===== src/rtl/uart_pkg.sv =====
// uart_pkg: shared receiver state encoding, byte width, oversample midpoint
// and the even-parity helper used by the UART receive channel.
// The PARITY state exists only when RX_PARITY_EN is defined.
package uart_pkg;

  localparam int BYTE_W  = 8;
  localparam int OVS_MID = 8;

`ifdef RX_PARITY_EN
  typedef enum logic [2:0] {
    RX_IDLE   = 3'd0,
    RX_START  = 3'd1,
    RX_DATA   = 3'd2,
    RX_PARITY = 3'd3,
    RX_STOP   = 3'd4,
    RX_BREAK  = 3'd5
  } rx_state_e;
`else
  typedef enum logic [2:0] {
    RX_IDLE   = 3'd0,
    RX_START  = 3'd1,
    RX_DATA   = 3'd2,
    RX_STOP   = 3'd4,
    RX_BREAK  = 3'd5
  } rx_state_e;
`endif

  // Parity bit that makes the data plus parity contain an even number of ones.
  function automatic logic even_parity(input logic [BYTE_W-1:0] data);
    return ^data;
  endfunction

endpackage


===== src/rtl/rx_fifo.sv =====
// rx_fifo: show-ahead byte FIFO. Pointers carry one extra wrap bit so full
// and empty are told apart without a separate count. A push into a full FIFO
// is dropped and reported on ovf unless a pop retires the head that cycle.
module rx_fifo
  import uart_pkg::*;
#(
  parameter int DEPTH = 4
) (
  input  logic              clk,
  input  logic              rst_n,
  input  logic              push,
  input  logic              pop,
  input  logic [BYTE_W-1:0] din,
  output logic [BYTE_W-1:0] dout,
  output logic              empty,
  output logic              ovf
);

  localparam int AW = $clog2(DEPTH);
  localparam logic [AW:0] PTR_ONE = {{AW{1'b0}}, 1'b1};

  logic [AW:0]       wptr_r;
  logic [AW:0]       rptr_r;
  logic [BYTE_W-1:0] mem_r [DEPTH];
  logic              full_s;
  logic              do_pop_s;
  logic              do_push_s;

  assign empty     = (wptr_r == rptr_r);
  assign full_s    = (wptr_r[AW-1:0] == rptr_r[AW-1:0]) && (wptr_r[AW] != rptr_r[AW]);
  assign do_pop_s  = pop && !empty;
  // When full, a simultaneous pop frees the head slot, which is the slot written.
  assign do_push_s = push && (!full_s || do_pop_s);
  assign ovf       = push && full_s && !do_pop_s;
  assign dout      = mem_r[rptr_r[AW-1:0]];

  // Storage and pointer update; reset empties the FIFO and clears the array.
  always_ff @(posedge clk) begin
    if (!rst_n) begin
      wptr_r <= '0;
      rptr_r <= '0;
      for (int i = 0; i < DEPTH; i++) begin
        mem_r[i] <= '0;
      end
    end else begin
      if (do_push_s) begin
        mem_r[wptr_r[AW-1:0]] <= din;
        wptr_r                <= wptr_r + PTR_ONE;
      end
      if (do_pop_s) begin
        rptr_r <= rptr_r + PTR_ONE;
      end
    end
  end

endmodule


===== src/rtl/uart_rx_channel.sv =====
// uart_rx_channel: one UART receive channel. The serial line is synchronised,
// oversampled at OVS ticks per bit from a programmable divisor and framed as
// 8N1; received bytes land in an rx_fifo drained one byte per i_read.
// Define RX_PARITY_EN for 8E1 frames with an o_perr pulse on parity errors.
module uart_rx_channel
  import uart_pkg::*;
#(
  parameter int DEPTH = 4,
  parameter int OVS   = 2 * OVS_MID
) (
  input  logic              i_clk,
  input  logic              i_rst,
  input  logic              i_rx,
  input  logic [15:0]       i_baud,
  input  logic              i_read,
  output logic [BYTE_W-1:0] o_D,
  output logic              o_ready,
  output logic              o_used,
  output logic              o_ferr,
  output logic              o_ovf
`ifdef RX_PARITY_EN
  ,
  output logic              o_perr
`endif
);

  localparam int              TW     = $clog2(OVS);
  localparam logic [TW-1:0]   T_ONE  = TW'(1);
  localparam logic [TW-1:0]   T_HALF = TW'(OVS / 2 - 1);
  localparam logic [TW-1:0]   T_LAST = TW'(OVS - 1);
  localparam int              BW     = $clog2(BYTE_W);
  localparam logic [BW-1:0]   B_ONE  = BW'(1);
  localparam logic [BW-1:0]   B_LAST = BW'(BYTE_W - 1);

  logic              sync1_r;
  logic              rxs_r;
  logic [15:0]       cnt_r;
  logic              tick_s;
  logic              samp_s;
  logic              stop_hit_s;
  logic              push_s;
  logic              empty_s;
  logic              fifo_ovf_s;
  logic              ferr_r;
  logic              ovf_r;
  rx_state_e         state_r;
  logic [TW-1:0]     tcnt_r;
  logic [BW-1:0]     bcnt_r;
  logic [BYTE_W-1:0] shift_r;
`ifdef RX_PARITY_EN
  logic              perr_flag_r;
  logic              perr_r;
`endif

  assign tick_s     = (cnt_r == 16'd0);
  // Whole-bit sample point used by DATA, PARITY and STOP.
  assign samp_s     = tick_s && (tcnt_r == T_LAST);
  assign stop_hit_s = (state_r == RX_STOP) && samp_s;
`ifdef RX_PARITY_EN
  assign push_s     = stop_hit_s && rxs_r && !perr_flag_r;
`else
  assign push_s     = stop_hit_s && rxs_r;
`endif

  // Two-flop synchroniser for the asynchronous line, idling high.
  always_ff @(posedge i_clk) begin
    if (!i_rst) begin
      sync1_r <= 1'b1;
      rxs_r   <= 1'b1;
    end else begin
      sync1_r <= i_rx;
      rxs_r   <= sync1_r;
    end
  end

  // Free-running divisor; a new i_baud is picked up only at reload.
  always_ff @(posedge i_clk) begin
    if (!i_rst) begin
      cnt_r <= 16'd0;
    end else if (tick_s) begin
      cnt_r <= i_baud;
    end else begin
      cnt_r <= cnt_r - 16'd1;
    end
  end

  // Frame state machine: start validation, data shift, parity and stop checks.
  always_ff @(posedge i_clk) begin
    if (!i_rst) begin
      state_r     <= RX_IDLE;
      tcnt_r      <= '0;
      bcnt_r      <= '0;
      shift_r     <= '0;
      ferr_r      <= 1'b0;
`ifdef RX_PARITY_EN
      perr_flag_r <= 1'b0;
      perr_r      <= 1'b0;
`endif
    end else begin
      ferr_r <= 1'b0;
`ifdef RX_PARITY_EN
      perr_r <= 1'b0;
`endif
      if (state_r != RX_IDLE && state_r != RX_START && tick_s) begin
        tcnt_r <= (tcnt_r == T_LAST) ? '0 : tcnt_r + T_ONE;
      end
      case (state_r)
        RX_IDLE: begin
          if (!rxs_r) begin
            state_r <= RX_START;
            tcnt_r  <= '0;
`ifdef RX_PARITY_EN
            perr_flag_r <= 1'b0;
`endif
          end
        end
        RX_START: begin
          if (tick_s) begin
            if (tcnt_r == T_HALF) begin
              // Mid start bit: a high line here was only a glitch.
              tcnt_r  <= '0;
              bcnt_r  <= '0;
              state_r <= rxs_r ? RX_IDLE : RX_DATA;
            end else begin
              tcnt_r <= tcnt_r + T_ONE;
            end
          end
        end
        RX_DATA: begin
          if (samp_s) begin
            shift_r <= {rxs_r, shift_r[BYTE_W-1:1]};
            bcnt_r  <= bcnt_r + B_ONE;
            if (bcnt_r == B_LAST) begin
`ifdef RX_PARITY_EN
              state_r <= RX_PARITY;
`else
              state_r <= RX_STOP;
`endif
            end
          end
        end
`ifdef RX_PARITY_EN
        RX_PARITY: begin
          if (samp_s) begin
            perr_flag_r <= (rxs_r != even_parity(shift_r));
            state_r     <= RX_STOP;
          end
        end
`endif
        RX_STOP: begin
          if (samp_s) begin
            if (rxs_r) begin
              state_r <= RX_IDLE;
`ifdef RX_PARITY_EN
              perr_r  <= perr_flag_r;
`endif
            end else begin
              ferr_r  <= 1'b1;
              state_r <= RX_BREAK;
            end
          end
        end
        RX_BREAK: begin
          if (rxs_r) begin
            state_r <= RX_IDLE;
          end
        end
        default: begin
          state_r <= RX_IDLE;
        end
      endcase
    end
  end

  // Sticky overflow, cleared by a pop that actually retires a byte.
  always_ff @(posedge i_clk) begin
    if (!i_rst) begin
      ovf_r <= 1'b0;
    end else if (fifo_ovf_s) begin
      ovf_r <= 1'b1;
    end else if (i_read && !empty_s) begin
      ovf_r <= 1'b0;
    end else begin
      ovf_r <= ovf_r;
    end
  end

  rx_fifo #(
    .DEPTH (DEPTH)
  ) u_fifo (
    .clk   (i_clk),
    .rst_n (i_rst),
    .push  (push_s),
    .pop   (i_read),
    .din   (shift_r),
    .dout  (o_D),
    .empty (empty_s),
    .ovf   (fifo_ovf_s)
  );

  assign o_ready = !empty_s;
  assign o_used  = (state_r != RX_IDLE);
  assign o_ferr  = ferr_r;
  assign o_ovf   = ovf_r;
`ifdef RX_PARITY_EN
  assign o_perr  = perr_r;
`endif

endmodule


===== config.mk =====
export PLATFORM = sky130hd
export DESIGN_NAME = uart_rx_channel
export DESIGN_NICKNAME = d
export VERILOG_FILES = /design/src/rtl/uart_pkg.sv /design/src/rtl/rx_fifo.sv /design/src/rtl/uart_rx_channel.sv
export SDC_FILE = /design/constraint.sdc
export NUM_CORES = 1
export LEC_CHECK = 0
export ABC_AREA = 1
export ABC_CLOCK_PERIOD_IN_PS = 3700
export BUFFER_PORTS_ARGS = -buffer_cell sky130_fd_sc_hd__buf_2
export CAP_MARGIN = 20
export CORE_ASPECT_RATIO = 2
export CORE_MARGIN = 2
export CORE_UTILIZATION = 35
export CTS_CLUSTER_SIZE = 8
export DETAILED_ROUTE_END_ITERATION = 8
export PLACE_DENSITY_LB_ADDON = 0.1
export SLEW_MARGIN = 20
export SYNTH_ARGS = -nofsm -noshare
export SYNTH_HDL_FRONTEND = slang
export SYNTH_SLANG_ARGS = --single-unit

===== constraint.sdc =====
create_clock -name i_clk -period 3.7 [get_ports i_clk]
set_input_delay 0.555 -clock i_clk [delete_from_list [all_inputs] [get_ports i_clk]]
set_output_delay 0.555 -clock i_clk [all_outputs]
set_load 0.05 [all_outputs]

==> metrics.csv <==
metric,value,unit
hold_class,reg2reg,
routed_wl,8.87,mm
clock_power_share,30.1,%
die_y,151,µm
cts_hold_buf,0,
fin_area,4440,µm²
wl_met2,5.37,mm
power_frac_seq,33.6,%
drt-vias-per-instance,4.87,
die_width,77.7,µm
start_util,36.0,%
p_per_area,740,nW/µm²
power_switching,1.26,mW
syn-num-nets,480,
top_layer,met4,
layout.cells.non_filler,629,
syn_area,3800,µm²
clk-insertion-delay-late,0.33,ns
insertedDiodeCount,0,
synth_top_area_share,25.3,%
die-area,11800,µm²
hold_violations,0,
max_freq,406,MHz
dpl.hpwl,6.91,mm
combPwrFrac,36.2,%
dp_slack,1.25,ns
synth_cells,454,
tightest_slew,0.759,ns
path_clk_slew,0.06,ns
dp.cells,613,
coreArea,10500,µm²
dr.pass1.iters,4,
grt_pass1_vias,3141,
fin_ws,1.24,ns
slew_viol_final,0,
post_cts_buffers,0,
wl_met3,172,µm
syn_to_final_growth,16.8,%
ir_drop,328,µV
crit_path_start_kind,register,
synth_warnings,0,
post-synth-top-count-cell,nor2_1,
synth_top_flop_cell,dfxtp_1,
critical_path_required,3.66,ns
htree_levels,3,
leakage,1.80,nW
min_period_over_period,66.6,%
async_reset_ff_share,0,%
fin_skew,0.00598,ns
clkSinkCount,78,
drv_cap,0,
synth_area_leaders,"edfxtp_1, dfxtp_1, nor2_1",
fin_util,42.1,%
synth.largest_area_cell,edfxtp_1,
grt_max_degree,34,
numCtsBuffers,9,
drt-wirelength-per-cell,14.1,µm
wl_met1,3.21,mm
cts_resized,0,
grt_usage,16.4,%
p_sw_share,38.5,%
endpoint_kind,register,
min_period,2.46,ns
final.hold.worst_slack,0.414,ns
slew_headroom,49.2,%
tns,0,ns
crit_path_max_fanout,8,
ioPinCount,32,
rows,53,
drtAntennaViolNets,0,
post_dp_cell_area,4090,µm²
synth-edff-count,32,
grt_pass1_wl,14.8,mm
routabilityCongestion,0.884,
synth_common_cells,"nor2_1, nand2_1, dfxtp_1",
clk_path_buf_depth,2,
drc,0,
yosys_register_bits,78,
vias,3063,
ys_seq_area_share,49.5,%
grt.overflow.total,0,
synth.avg_cell_area,8.37,µm²
layout.nets,513,
p_total,3.28,mW
cts_tree,yes,
intPower,2.02,mW
io_buffer_count,31,
arrival,2.42,ns
setup_violations,0,
layout-drive-gt1-share,15.2,%
critical_path_class,reg2reg,
grt_setup_unrepaired,false,
status,"complete, no violations",
antenna_found_initial,0,
cts_root_buf,clkbuf_16,
drtIter0Drc,133,
synth_cell_types,36,
==> flip-flops by register name, summed over array words and instances (netlist names), named ones only <==
signal	count
sync1_r	1
o_ovf	1
u_fifo.mem_r	32
state_r	3
bcnt_r	3
u_fifo.wptr_r	3
rxs_r	1
cnt_r	16
u_fifo.rptr_r	3
shift_r	8
tcnt_r	4
o_ferr	1
==> cell usage in the layout, fill, tap and decap left out, types with 6 or more instances in the layout <==
master / netlist / routed
nor2_1: 86 / 86
nand2_1: 58 / 58
dfxtp_1: 46 / 46
inv_1: 45 / 45
o21ai_0: 38 / 38
edfxtp_1: 32 / 32
buf_2: 4 / 31
a21oi_1: 26 / 26
nand3_1: 22 / 22
o21ai_1: 13 / 13
clkbuf_16: 0 / 10
o22ai_1: 8 / 8
xor2_1: 7 / 7
nand4_1: 7 / 7
ha_1: 6 / 6
==> worst max-delay path, stage by stage, from the launching register on <==
cell	delay (ns)
dfxtp_1	0.40
ha_1	0.20
nand2_1	0.12
nor2_4	0.19
nand4_4	0.14
nor3_4	0.32
a21oi_1	0.11
nor2_1	0.60
==> logic make-up (layout without fill, tap and decap cells) <==
family                   after synthesis  count (layout)  synth area share (%)
flip-flops                            78              78                  49.5
AO/OA/AOI/OAI                         94              94                  13.3
buffers and inverters                 61              99                  6.16
XOR/XNOR                              12              12                  2.77
AND/OR/NAND/NOR                      203             203                  26.3
adder cells (fa/ha/maj)                6               6                  1.98
==> per-layer routing <==
layer	vias to the layer above	global-route usage [%]
met2	40	34.0
met3	9	3.40
met1	1424	15.0
li1	1590	-
met4	0	6.25
met5	-	0
==> final cells by class <==
class | instances | area (µm²)
Fill cell | 1051 | 6110
Tap cell | 137 | 171
Timing Repair Buffer | 33 | 170
Sequential cell | 78 | 1880
Clock inverter | 4 | 76.3
Clock buffer | 12 | 268
Inverter | 50 | 188
Multi-Input combinational cell | 315 | 1680
==> power groups by stage <==
stage,clock network (mW),logic (mW),registers [mW]
floorplan,0,0.951,1.10
detailed placement,0,1.20,1.12
finish,0.989,1.19,1.10
global placement,0,1.20,1.12
global route,1.07,1.34,1.12
CTS,1.01,1.21,1.11
==> worst paths after layout <==
path                                      startpoint  cells past startpoint  slack, ns                      endpoint
worst max-delay path            tcnt_r[0]$_SDFF_PN0_                      7       1.24  u_fifo.mem_r[3][3]$_DFFE_PP_
worst min register to register    sync1_r$_SDFF_PN1_                      1       0.41              rxs_r$_SDFF_PN1_
worst min-delay path              sync1_r$_SDFF_PN1_                      1       0.41              rxs_r$_SDFF_PN1_
worst max register to register  tcnt_r[0]$_SDFF_PN0_                      7       1.24  u_fifo.mem_r[3][3]$_DFFE_PP_
Power figures use the tool's default switching activity.
